<file path="src/rtl/mux_arb_pkg.sv">
// Shared definitions for the two-requester round-robin mux arbiter.
// State encoding, burst counter width and statistics counter width.
package mux_arb_pkg;

  typedef enum logic [1:0] {
    ST_IDLE = 2'd0,
    ST_G0   = 2'd1,
    ST_G1   = 2'd2
  } state_t;

  localparam int BURST_W = 4;
  localparam int STATS_W = 16;

endpackage

</file>
<file path="src/rtl/mux_rr_arbiter_if.sv">
// Requester/arbiter bus for mux_rr_arbiter: requests, data words, grant and muxed output.
// Statistics signals exist only when MUX_ARB_STATS_EN is defined.
interface mux_rr_arbiter_if #(parameter int DATA_W = 1);
  import mux_arb_pkg::*;

  logic              req0;
  logic              req1;
  logic [DATA_W-1:0] i0;
  logic [DATA_W-1:0] i1;
  logic [1:0]        gnt;
  logic              sel;
  logic [DATA_W-1:0] OUT;
  logic              out_valid;

`ifdef MUX_ARB_STATS_EN
  logic               stats_clr;
  logic [STATS_W-1:0] gcnt0;
  logic [STATS_W-1:0] gcnt1;

  modport master (output req0, req1, i0, i1, stats_clr,
                  input  gnt, sel, OUT, out_valid, gcnt0, gcnt1);
  modport slave  (input  req0, req1, i0, i1, stats_clr,
                  output gnt, sel, OUT, out_valid, gcnt0, gcnt1);
`else
  modport master (output req0, req1, i0, i1,
                  input  gnt, sel, OUT, out_valid);
  modport slave  (input  req0, req1, i0, i1,
                  output gnt, sel, OUT, out_valid);
`endif

endinterface

</file>
<file path="src/rtl/mux_arb_fsm.sv">
// Round-robin grant FSM: IDLE/G0/G1 with a burst limit and a last-winner flag for ties.
module mux_arb_fsm
  import mux_arb_pkg::*;
#(
  parameter int MAX_BURST = 4
) (
  input  logic       clk,
  input  logic       reset,
  input  logic       req0,
  input  logic       req1,
  output logic [1:0] gnt,
  output logic       sel,
  output logic       out_valid
);

  localparam logic [BURST_W-1:0] CNT_MAX = BURST_W'(MAX_BURST - 1);

  state_t             state;
  state_t             nxt;
  logic [BURST_W-1:0] burst_cnt;
  logic [BURST_W-1:0] nxt_cnt;
  logic               last;

  // The burst counter wraps rather than idling when the owner is alone on the bus.
  always_comb begin
    nxt     = state;
    nxt_cnt = burst_cnt;
    case (state)
      ST_IDLE: begin
        nxt_cnt = '0;
        if (req0 && (!req1 || last)) nxt = ST_G0;
        else if (req1)               nxt = ST_G1;
      end
      ST_G0: begin
        if (!req0) begin
          nxt     = req1 ? ST_G1 : ST_IDLE;
          nxt_cnt = '0;
        end else if (burst_cnt == CNT_MAX) begin
          nxt_cnt = '0;
          if (req1) nxt = ST_G1;
        end else begin
          nxt_cnt = burst_cnt + 1'b1;
        end
      end
      ST_G1: begin
        if (!req1) begin
          nxt     = req0 ? ST_G0 : ST_IDLE;
          nxt_cnt = '0;
        end else if (burst_cnt == CNT_MAX) begin
          nxt_cnt = '0;
          if (req0) nxt = ST_G0;
        end else begin
          nxt_cnt = burst_cnt + 1'b1;
        end
      end
      default: begin
        nxt     = ST_IDLE;
        nxt_cnt = '0;
      end
    endcase
  end

  always_ff @(posedge clk or posedge reset) begin
    if (reset) begin
      state     <= ST_IDLE;
      burst_cnt <= '0;
      last      <= 1'b1;
      gnt       <= 2'b00;
      sel       <= 1'b0;
      out_valid <= 1'b0;
    end else begin
      state     <= nxt;
      burst_cnt <= nxt_cnt;
      if (nxt == ST_G0)      last <= 1'b0;
      else if (nxt == ST_G1) last <= 1'b1;
      gnt       <= {nxt == ST_G1, nxt == ST_G0};
      sel       <= (nxt == ST_G1);
      out_valid <= (nxt != ST_IDLE);
    end
  end

endmodule

</file>
<file path="src/rtl/my_mux.sv">
// One-bit 2:1 datapath mux: OUT follows i1 when s is high, otherwise i0.
module my_mux (
  output logic OUT,
  input  logic s,
  input  logic i0,
  input  logic i1
);

  assign OUT = s ? i1 : i0;

endmodule

</file>
<file path="src/rtl/mux_rr_arbiter.sv">
// Two-requester round-robin arbiter driving DATA_W my_mux bit slices.
// Define MUX_ARB_STATS_EN to add per-requester grant-cycle counters with a synchronous clear.
module mux_rr_arbiter
  import mux_arb_pkg::*;
#(
  parameter int DATA_W    = 1,
  parameter int MAX_BURST = 4
) (
  input logic              clk,
  input logic              reset,
  mux_rr_arbiter_if.slave  bus
);

  logic [1:0]        gnt;
  logic              sel;
  logic              valid;
  logic [DATA_W-1:0] mux_out;

  mux_arb_fsm #(.MAX_BURST(MAX_BURST)) u_fsm (
    .clk       (clk),
    .reset     (reset),
    .req0      (bus.req0),
    .req1      (bus.req1),
    .gnt       (gnt),
    .sel       (sel),
    .out_valid (valid)
  );

  for (genvar g = 0; g < DATA_W; g++) begin : g_mux
    my_mux u_mux (
      .OUT (mux_out[g]),
      .s   (sel),
      .i0  (bus.i0[g]),
      .i1  (bus.i1[g])
    );
  end

  assign bus.gnt       = gnt;
  assign bus.sel       = sel;
  assign bus.out_valid = valid;
  assign bus.OUT       = mux_out;

`ifdef MUX_ARB_STATS_EN
  logic [STATS_W-1:0] gcnt0;
  logic [STATS_W-1:0] gcnt1;

  // Clear takes priority; each counter sticks at all-ones instead of wrapping.
  always_ff @(posedge clk or posedge reset) begin
    if (reset) begin
      gcnt0 <= '0;
      gcnt1 <= '0;
    end else if (bus.stats_clr) begin
      gcnt0 <= '0;
      gcnt1 <= '0;
    end else begin
      if (gnt[0] && (gcnt0 != '1)) gcnt0 <= gcnt0 + 1'b1;
      if (gnt[1] && (gcnt1 != '1)) gcnt1 <= gcnt1 + 1'b1;
    end
  end

  assign bus.gcnt0 = gcnt0;
  assign bus.gcnt1 = gcnt1;
`endif

endmodule

</file>
<file path="src/flat_wrapper.sv">
// flat-port wrapper written by rule: the top's interface ports become plain ports
module mux_rr_arbiter_flat import mux_arb_pkg::*;
#(
  parameter int DATA_W    = 1,
  parameter int MAX_BURST = 4
)
  (clk, reset, bus_req0, bus_req1, bus_i0, bus_i1, bus_gnt, bus_sel, bus_OUT, bus_out_valid);
  mux_rr_arbiter_if #(.DATA_W(DATA_W)) bus_i ();
  input logic clk;
  input logic reset;
  input wire logic [$bits(bus_i.req0)-1:0] bus_req0;
  input wire logic [$bits(bus_i.req1)-1:0] bus_req1;
  input wire logic [$bits(bus_i.i0)-1:0] bus_i0;
  input wire logic [$bits(bus_i.i1)-1:0] bus_i1;
  output wire logic [$bits(bus_i.gnt)-1:0] bus_gnt;
  output wire logic [$bits(bus_i.sel)-1:0] bus_sel;
  output wire logic [$bits(bus_i.OUT)-1:0] bus_OUT;
  output wire logic [$bits(bus_i.out_valid)-1:0] bus_out_valid;
  assign bus_i.req0 = bus_req0;
  assign bus_i.req1 = bus_req1;
  assign bus_i.i0 = bus_i0;
  assign bus_i.i1 = bus_i1;
  assign bus_gnt = bus_i.gnt;
  assign bus_sel = bus_i.sel;
  assign bus_OUT = bus_i.OUT;
  assign bus_out_valid = bus_i.out_valid;
  mux_rr_arbiter #(.DATA_W(DATA_W), .MAX_BURST(MAX_BURST)) u_core (.clk(clk), .reset(reset), .bus(bus_i));
endmodule
</file>
<file path="config.mk">
export PLATFORM = sky130hd
export DESIGN_NAME = mux_rr_arbiter_flat
export DESIGN_NICKNAME = d
export VERILOG_FILES = /design/src/rtl/mux_arb_pkg.sv /design/src/rtl/mux_rr_arbiter_if.sv /design/src/rtl/mux_arb_fsm.sv /design/src/rtl/my_mux.sv /design/src/rtl/mux_rr_arbiter.sv /design/src/flat_wrapper.sv
export SDC_FILE = /design/constraint.sdc
export NUM_CORES = 1
export LEC_CHECK = 0
export BUFFER_PORTS_ARGS = -buffer_cell sky130_fd_sc_hd__buf_4
export CORE_AREA = 5 5 42 44
export CTS_CLUSTER_SIZE = 40
export DETAILED_ROUTE_END_ITERATION = 8
export DIE_AREA = 0 0 47 49
export PLACE_DENSITY = 0.67
export SKIP_CTS_REPAIR_TIMING = 1
export SLEW_MARGIN = 20
export SYNTH_ARGS = -nofsm -noshare
export SYNTH_HDL_FRONTEND = slang
export SYNTH_SLANG_ARGS = --single-unit
</file>
<file path="constraint.sdc">
create_clock -name clk -period 2.4 [get_ports clk]
set_clock_uncertainty 0.15 [all_clocks]
set_input_delay 0.24 -clock clk [delete_from_list [all_inputs] [get_ports clk]]
set_output_delay 0.24 -clock clk [all_outputs]
set_load 0.03 [all_outputs]
</file>
# Word-level counts from Yosys, hierarchy flattened
# Cells that the tools add are included.
# W data, S select, Z words.
[totals]
reg_bits = 11
output_inout_bits = 5
[classes]
muxes = 17
reduce_logical = 6
add_sub_neg = 1
eq_ne = 5
[op_table]
columns = ["operator", "count"]
rows = [
  ["$mux W2", 8],
  ["$mux W4", 3],
  ["$pmux W4 S2", 1],
  ["$pmux W2 S3", 1],
  ["$add A4 B1 Y4 const B", 1],
  ["$eq A2 B1 Y1 const B", 2],
  ["$eq A2 B2 Y1 const B", 2],
  ["$eq A4 B2 Y1 const B", 1],
  ["$mux W1", 4],
  ["$reduce_bool A2 Y1", 2],
  ["$logic_not A2 Y1", 1],
  ["$logic_and A1 B1 Y1", 1],
  ["$logic_not A1 Y1", 1],
  ["$logic_or A1 B1 Y1", 1],
]

# Logic depth before layout (Yosys ltp)
[depth]
depth_word = 8
ltp_mapped = 7
mapped_depth_nobuf = 7

# By module
# A second synthesis with hierarchy kept.
[unflattened]
hier_cells = 58
area_unflattened_um2 = 654.4
[by_module_without_submodules]
columns = ["module", "instances", "cells_per_inst", "seq_area_each_um2", "area_per_inst_um2"]
rows = [
  ["mux_arb_fsm", 1, 57, 251.5, 639.4],
  ["my_mux", 1, 1, 0.0, 15.0],
]

# Worst setup path before layout
# No wires, ideal clock.
[synth_timing]
kind = "reg2reg"
start = "register u_core.u_fsm.burst_cnt[0]"
end = "register u_core.u_fsm.last"
t_arrival_ns = 1.656
path_stages_with_launch = 7
setup_time_ns = 0.075
path_slack_ns = 0.519
n_path_buf = 0
cell_sequence = "dfrtp_1 > ha_1 > and4bb_2 > nand4b_1 > a31o_1 > ha_1 > mux2i_1"
[synth_between]
elab_chain_cells = 6
word_cells_on_any_way = 10
[synth_lines]
columns = ["element", "line_no", "rtl"]
rows = [
  ["start: declaration", "mux_arb_fsm.sv:20", "logic [BURST_W-1:0] burst_cnt;"],
  ["start signal: assignment", "mux_arb_fsm.sv:73", "burst_cnt <= nxt_cnt;"],
  ["$eq A4 B2 Y1 *", "mux_arb_fsm.sv:38, mux_arb_fsm.sv:49", ""],
  ["$mux W2 (on tied branches)", "mux_arb_fsm.sv:49, mux_arb_fsm.sv:38", ""],
  ["$mux W2 (on tied branches)", "mux_arb_fsm.sv:46, mux_arb_fsm.sv:35", ""],
  ["$pmux W2 S3 *", "mux_arb_fsm.sv:28", "case (state)"],
  ["$eq A2 B1 Y1 or $eq A2 B2 Y1 (tied branches)", "mux_arb_fsm.sv:74, mux_arb_fsm.sv:75", ""],
  ["$mux W1 or $reduce_bool A2 Y1 (tied branches)", "--", ""],
  ["end signal: assignment", "mux_arb_fsm.sv:67", "last <= 1'b1;"],
  ["end signal: assignment", "mux_arb_fsm.sv:74", "if (nxt == ST_G0) last <= 1'b0;"],
  ["end signal: assignment", "mux_arb_fsm.sv:75", "else if (nxt == ST_G1) last <= 1'b1;"],
  ["end: declaration", "mux_arb_fsm.sv:22", "logic last;"],
]
# Mark *: on every way between the ends. The rest lies on a longest branch, timed or not.
# A chain may end at the register's enable or synchronous reset.

# Final worst setup path
# Ends and elaborated chain as after synthesis.

==> key figures <==
Drt
  – Vias per Instance: 5.55
  – Drt pass-1 iters: 4
  – DRC Markers: 0
  – Drt total wl: 1110 um
  – Wire per inst: 13.2 um
  – Vias: 466
  – Antenna Nets Post-Route: 0
  – Initial DRC Count: 10

Critical path
  – R2R cell count: 6
  – Startpoint type of the worst setup path: flop
  – Worst EP arrival: 2.02 ns
  – CP Max Fanout: 4
  – Crit end category: flop
  – Crit Path Category: flop to flop
  – Worst EP required: 2.44 ns

Power
  – Pwr dens: 1090 nW/um2
  – Int Pwr: 0.491 mW
  – Clk network pwr share: 18.4%
  – Leakage: 0.365 nW
  – Combinational Power Share: 48.5%
  – Net load switching power: 0.317 mW
  – VDD IR max: 0.000681 V
  – Total power: 0.808 mW
  – Sw frac: 39.2%
  – Sequential share of power: 33.1%

STA
  – Slew Limit Fails: 0
  – Minimum clock period: 1.98 ns
  – RSZ-0062 raised after global routing: no
  – Setup_tns: 0 ns
  – Period utilization: 82.3%
  – # setup viols final: 0
  – Peak Freq: 506 MHz
  – Post-route worst setup slack: 0.425 ns
  – Hold_ws: 0.269 ns
  – Rel. slew slack: 75.6%
  – Worst-margin pin slew: 0.365 ns
  – Endpoints failing hold: 0

Final layout
  – Post-route non-filler standard cell count: 84
  – Antenna Cells: 0
  – Layout area overhead: 22.0%
  – Most frequent cells in the layout: 10 x buf_4, 9 x ha_1, 9 x dfrtp_1, 5 x inv_1
  – Most common cell after layout, fill and taps aside: buf_4
  – Design Area, Final: 742 um2
  – Fin util: 52.9%
  – Share of layout cells above drive strength 1: 27.9%
  – Layout Nets: 84

Placed design
  – Placed cells: 79
  – Pre-CTS setup slack: 0.450 ns
  – GPL Wtd Cong: 0.759
  – Post-Place Cell Area: 696 um2
  – HPWL after DPL: 864 um
  – Buffers on Ports: 10

Yosys
  – Post-synth ARST share: 100%
  – Synth Cell Area: 608 um2
  – Post-synthesis sequential element count: 10
  – EDFF count, synth: 0
  – Main synth FF type: dfrtp_1
  – Top cell type's share of synthesized area: 37.0%
  – Mean Syn Cell Area: 11.3 um2
  – Seq/Total Area, Yosys: 41.4%
  – Netlist cell types: 27
  – Syn. warnings: 0
  – Synth Instances: 54
  – Area leader, netlist: dfrtp_1
  – Top post-synthesis cells by area: dfrtp_1 37%, ha_1 19%, dfstp_2 4.3%
  – Syn nets: 69

Floorplanning
  – Ports: 11
  – Die area: 2300 um2
  – Die W: 47 um
  – Initial Utilization: 43.4%
  – Overall die height: 49 um
  – Placement Rows: 14
  – Core area: 1400 um2

Global route
  – Vias in the first global route: 466
  – Largest net degree at the start of global routing: 11
  – Remaining global-route overflow: 0
  – Global-route wire length before repair: 1990 um
  – GRT Resource Usage Total: 12.1%
  – Antenna violations before repair: 0

Status
  – Status: completed

Flow run
  – Maximum capacitance violations: 0

Clocking
  – Worst skew pair latency: 0.26 ns
  – Num CTS Buffers: 3
  – CTS root buffer: clkbuf_4
  – CTS Buffer Depth: 2
  – Sink Count: 10
  – H-tree depth: 1
  – Worst-path clk slew: 0.07 ns
  – CTS tree: built

Worst hold path
  – Number of cells on the worst hold path: 3
  – Worst hold path type: primary input to flop
[critical path: stages, from the launching register on]
cell      delay [ns]
dfrtp_1         0.39
ha_1            0.23
and4bb_2        0.24
nand4b_1        0.19
a31o_1          0.23
ha_1            0.29
mux2i_1         0.17
[logic make-up after synthesis]
kind of cell	Yosys count	synth area share (%)
adders and majority gates	9	18.5
buffers and inverters	6	4.32
DFF	10	41.4
xor gates and xnor gates	1	1.44
muxes	2	3.50
AOI/OAI and AO/OA	12	14.8
and+or+nand+nor	14	16.1
[cell usage after synthesis (2+ instances only)]
library cell  count
nand2b_1          3
a31o_1            3
nor2_1            2
inv_1             5
ha_1              9
a31oi_1           3
dfrtp_1           9
[layer usage]
metal  wire length, um  GRT usage [%]  part of all wire [%]  vias to the layer above
met1               469           13.9                    42                      231
met4                12           2.76                   1.1                        0
met2               574           19.2                    52                        9
met5                 0              0                     0                        -
li1                  -              -                     -                      224
met3                52           6.64                   4.7                        2
[registers in the layout, indices dropped and copies added, names as in the netlist]
signal and flops:
u_core.u_fsm.burst_cnt 4, u_core.u_fsm.last 1, u_core.u_fsm.state 2, u_core.u_fsm.out_valid 1
u_core.u_fsm.gnt 2
[final timing paths]
path                                                          start                             endpoint  slack (ns)
worst max register to register  u_core.u_fsm.burst_cnt[0]$_DFF_PP0_        u_core.u_fsm.last$_DFFE_PP1P_        0.42
worst min-delay path                                       bus_req0      u_core.u_fsm.state[0]$_DFF_PP0_        0.27
worst max-delay path            u_core.u_fsm.burst_cnt[0]$_DFF_PP0_        u_core.u_fsm.last$_DFFE_PP1P_        0.42
worst min register to register  u_core.u_fsm.burst_cnt[0]$_DFF_PP0_  u_core.u_fsm.burst_cnt[0]$_DFF_PP0_        0.31
max in group asynchronous                                     reset        u_core.u_fsm.last$_DFFE_PP1P_        1.44
min in group asynchronous                                     reset  u_core.u_fsm.burst_cnt[1]$_DFF_PP0_        0.35
[area by class of cell]
class	instances	area, um2
sequential	10	251
clock buffer	4	36.3
multi-input combinational	38	330
timing repair buffer	11	85.1
tap	16	20.0
fill	128	659
inverter	5	18.8
[power by group through the flow]
stage	Clock [mW]	Sequential [mW]	Combinational, mW
floorplan	0	0.300	0.249
global placement	0	0.267	0.391
detailed placement	0	0.269	0.392
CTS	0.155	0.266	0.398
global route	0.166	0.276	0.448
finish	0.149	0.267	0.392
(Power assumes the default switching activity.)
